==> src/rtl/cla4_clkd.sv <==
// rtl/cla4_clkd.sv - registered-input 4-bit carry-lookahead adder
// Optional output register stage enabled by defining CLA4_OUTPUT_REG_EN.
module cla4_clkd (
    input  logic       clk,
    input  logic       reset,
    input  logic [3:0] a_in,
    input  logic [3:0] b_in,
    input  logic       c_in,
    output logic [3:0] s,
    output logic       c_out
);

    logic [3:0] r_a_q;
    logic [3:0] r_b_q;
    logic       r_c_q;

    logic [3:0] w_g;
    logic [3:0] w_p;
    logic [4:0] w_c;
    logic [3:0] w_sum;

    always_ff @(posedge clk) begin
        if (reset) begin
            r_a_q <= 4'd0;
            r_b_q <= 4'd0;
            r_c_q <= 1'b0;
        end else begin
            r_a_q <= a_in;
            r_b_q <= b_in;
            r_c_q <= c_in;
        end
    end

    assign w_g = r_a_q & r_b_q;
    assign w_p = r_a_q ^ r_b_q;

    // Every carry is a flat sum-of-products of g, p and c0 so no carry depends on another.
    assign w_c[0] = r_c_q;
    assign w_c[1] = w_g[0]
                  | (w_p[0] & r_c_q);
    assign w_c[2] = w_g[1]
                  | (w_p[1] & w_g[0])
                  | (w_p[1] & w_p[0] & r_c_q);
    assign w_c[3] = w_g[2]
                  | (w_p[2] & w_g[1])
                  | (w_p[2] & w_p[1] & w_g[0])
                  | (w_p[2] & w_p[1] & w_p[0] & r_c_q);
    assign w_c[4] = w_g[3]
                  | (w_p[3] & w_g[2])
                  | (w_p[3] & w_p[2] & w_g[1])
                  | (w_p[3] & w_p[2] & w_p[1] & w_g[0])
                  | (w_p[3] & w_p[2] & w_p[1] & w_p[0] & r_c_q);

    assign w_sum = w_p ^ w_c[3:0];

`ifdef CLA4_OUTPUT_REG_EN
    logic [3:0] r_s;
    logic       r_c_out;

    always_ff @(posedge clk) begin
        if (reset) begin
            r_s     <= 4'd0;
            r_c_out <= 1'b0;
        end else begin
            r_s     <= w_sum;
            r_c_out <= w_c[4];
        end
    end

    assign s     = r_s;
    assign c_out = r_c_out;
`else
    assign s     = w_sum;
    assign c_out = w_c[4];
`endif

endmodule

==> config.mk <==
export PLATFORM = sky130hd
export DESIGN_NAME = cla4_clkd
export DESIGN_NICKNAME = d
export VERILOG_FILES = /design/src/rtl/cla4_clkd.sv
export SDC_FILE = /design/constraint.sdc
export NUM_CORES = 1
export LEC_CHECK = 0
export ABC_AREA = 1
export CAP_MARGIN = 20
export CORE_AREA = 2 2 39 41
export DETAILED_ROUTE_END_ITERATION = 8
export DIE_AREA = 0 0 41 43
export GPL_ROUTABILITY_DRIVEN = 0
export PLACE_DENSITY = 0.7
export SLEW_MARGIN = 20
export SYNTH_ARGS = -nofsm -noshare
export SYNTH_HDL_FRONTEND = slang
export SYNTH_SLANG_ARGS = --single-unit
==> constraint.sdc <==
create_clock -name clk -period 1.7 [get_ports clk]
set_input_delay 0.34 -clock clk [delete_from_list [all_inputs] [get_ports clk]]
set_output_delay 0.34 -clock clk [all_outputs]
set_load 0.02 [all_outputs]
==> flow_metrics.env, run 1 <==
export IMPL_fin_crit_sh=1.01
export IMPL_worst_path_stages=7
export IMPL_die_h_microns=43
export IMPL_path_clk_slew_ps=50
export IMPL_tightestPinTransition_ps=281
export IMPL_crit_family="simple AND/OR/NAND/NOR gates"
export IMPL_hold_viol_final=0
export IMPL_ant_nets=0
export IMPL_nets=98
export IMPL_cts_inserted_buffers=3
export IMPL_max_clock_freq_mhz=581
export IMPL_setup_ws_ps=-19.8
export IMPL_synth_top_area_share=0.409
export IMPL_hp_start="a_in[0]"
export IMPL_startpoint_type="flop"
export IMPL_powerDensity_mw_per_mm2=752
export IMPL_ys_flop_type="dfxtp_1"
export IMPL_drive_gt1_frac=0.296
export IMPL_drc=0
export IMPL_yosysSeqAreaShare=0.409
export IMPL_port_buffers=15
export IMPL_cp_startpoint="r_b_q[2]"
export IMPL_dp_hpwl_microns=518
export IMPL_vdd_drop_max_v=0.000417
export IMPL_clock_root_buffer="clkbuf_4"
export IMPL_drv_cap=0
export IMPL_synthDistinctLibCells=13
export IMPL_rsz0062_at_grt="true"
export IMPL_numClockSinks=9
export IMPL_core_area_sq_mm=0.00138
export IMPL_grt_pass1_wl_microns=1100
export IMPL_leakage_nw=0.362
export IMPL_wire_per_inst_microns=6.33
export IMPL_cts_buffer_depth=2
export IMPL_hold_class="input port to flop"
export IMPL_slowest_stage="dfxtp_2"
export IMPL_syn_area_sq_um=440
export IMPL_grt_overflow=0
export IMPL_slew_violations=0
export IMPL_antenna_found_initial=0
export IMPL_die_area_sq_mm=0.00176
export IMPL_die_x_microns=41
export IMPL_synth_area_per_cell_sq_um=7.46
export IMPL_crit_buf_inv=1
export IMPL_synth_largest_area_cell="dfxtp_1"
export IMPL_syn_num_nets=75
export IMPL_synth_commonest_cells="16 x inv_1, 10 x nor2_1, 9 x dfxtp_1"
export IMPL_status="complete, but fails checks"
export IMPL_dr_pass1_iters=3
export IMPL_hold_ws_ps=599
export IMPL_cpMostUsedCell="nand2_1"
export IMPL_grt_max_degree=10
export IMPL_grt_total_usage=0.0910
export IMPL_worstPathCellList="ha_4 > or2_0 > nand2_1 > nand2_1 > nand2_1 > nand2_1 > buf_6"
export IMPL_synth_edff_count=0
export IMPL_violations="negative setup slack"
export IMPL_critical_path_required_ps=1360
export IMPL_initial_utilization=0.318
export IMPL_syn_inst=59
export IMPL_totalWireLength_microns=614
export IMPL_post_cts_setup_buffers=0
export IMPL_grt_pass1_vias=343
export IMPL_critPathMaxFanout=3
export IMPL_maxSlewHeadroom=0.812
export IMPL_finalCriticalPeriod_ps=1720
export IMPL_netlist_top_cells_area="dfxtp_1 41%, inv_1 14%, ha_1 11%"
export IMPL_n_antenna_cell=0
export IMPL_cts_tree="done"
export IMPL_nFillCells=121
export IMPL_critPathKind="flop to primary output"
export IMPL_pin_count=16
export IMPL_worst_endpoint_arrival_ps=1380
export IMPL_post_synth_top_count_cell="inv_1"
export IMPL_crit_path_end_kind="primary output"
export IMPL_setup_tns_ps=-19.8
export IMPL_yosys_warnings=0
export IMPL_worstSetupEndpoint="s[3]"
export IMPL_vias=395
export IMPL_synth_seq_cells=9
export IMPL_synthArstFlopShare=0
export IMPL_setup_viol=1
export IMPL_viasPerCell=4.07
export IMPL_num_rows=14
export IMPL_area_growth_pct=56.3
export IMPL_h_tree_depth=1
export IMPL_cp_slowest_stage_delay_ps=320
export IMPL_drt_initial_drc_count=1
==> through the flow <==
| step | setup slack (ps) | std cells | area (sq um) | power, mW | util |
|---|---|---|---|---|---|
| after detailed placement | -238 | 93 | 637 | 0.368 | 0.460 |
| after floorplan | 184 | 59 | 440 | 0.300 | - |
| after global placement | -222 | 93 | 637 | 0.367 | 0.460 |
| after global routing | -86.1 | 97 | 688 | 0.547 | 0.497 |
| final | -19.8 | 97 | 688 | 0.518 | 0.497 |
| after CTS | -70.6 | 97 | 654 | 0.508 | 0.473 |
==> cells in the final DEF (no fill, tap or decap), types with 3 or more instances in the layout <==
cell and count:
inv_1 13, nor2_1 10, buf_2 3, clkbuf_4 3
dfxtp_1 5, nand3_1 3, nand2_1 8, dfxtp_2 4
buf_4 4, clkdlybuf4s50_1 10, inv_2 3
==> worst min-delay path by stage <==
stage	end	depth (start not counted)
after floorplan	r_a_q[0]	2
after global placement	r_b_q[1]	3
after detailed placement	r_c_q	3
after CTS	r_a_q[0]	3
after global routing	r_a_q[0]	3
final	r_a_q[0]	3
==> sequential cells by signal (all words and copies together) (netlist names) <==
signal / count
r_a_q: 4
r_c_q: 1
r_b_q: 4
==> area by class of cell <==
class	count	area [sq um]	area share
inverter	16	60.1	0.0873
multi-input combinational	33	229	0.333
sequential	9	185	0.269
tap	16	20.0	0.0291
timing repair buffer	19	168	0.244
clock buffer	4	26.3	0.0382
==> report_power, final <==
group / internal [mW] / leakage, nW / switching (mW)
clock: 0.0894 / 0.0150 / 0.0594
sequential: 0.224 / 0.0761 / 0.00685
combinational: 0.0749 / 0.271 / 0.0632
total: 0.388 / 0.362 / 0.129
==> what timing repair did <==
| action | CTS | global route |
|---|---|---|
| pin swaps | 2 | 3 |
| resized for setup | 24 | 12 |
| hold buffers | 0 | 0 |
| endpoints found under the setup margin | 5 | 5 |
==> routing by layer <==
| metal | GRT usage | part of all wire |
|---|---|---|
| met1 | 0.0921 | 0.39 |
| met2 | 0.147 | 0.54 |
| met3 | 0.0157 | 0.064 |
| met5 | 0 | 0 |
| met4 | 0.0800 | 0.0081 |
==> cell families after synthesis <==
| family | after synthesis | synth area share |
|---|---|---|
| AO/OA/AOI/OAI | 1 | 0.0114 |
| flip-flops | 9 | 0.409 |
| buffers and inverters | 17 | 0.145 |
| adder cells (fa/ha/maj) | 5 | 0.159 |
| XOR/XNOR | 1 | 0.0199 |
| AND/OR/NAND/NOR | 26 | 0.256 |
Power figures use the tool's default switching activity.
==> run 2: changes to the inputs <==
--- a/config.mk
+++ b/config.mk
@@ -11,6 +11,7 @@
 export DETAILED_ROUTE_END_ITERATION = 8
 export DIE_AREA = 0 0 41 43
 export GPL_ROUTABILITY_DRIVEN = 0
+export MAX_ROUTING_LAYER = met4
 export PLACE_DENSITY = 0.7
 export SLEW_MARGIN = 20
 export SYNTH_ARGS = -nofsm -noshare
==> results of run 2 <==
Same layout as run 1: the final DEF is identical, and so are final timing and power.
Among the figures that moved: overall routing resource usage 0.0910 -> 0.0933
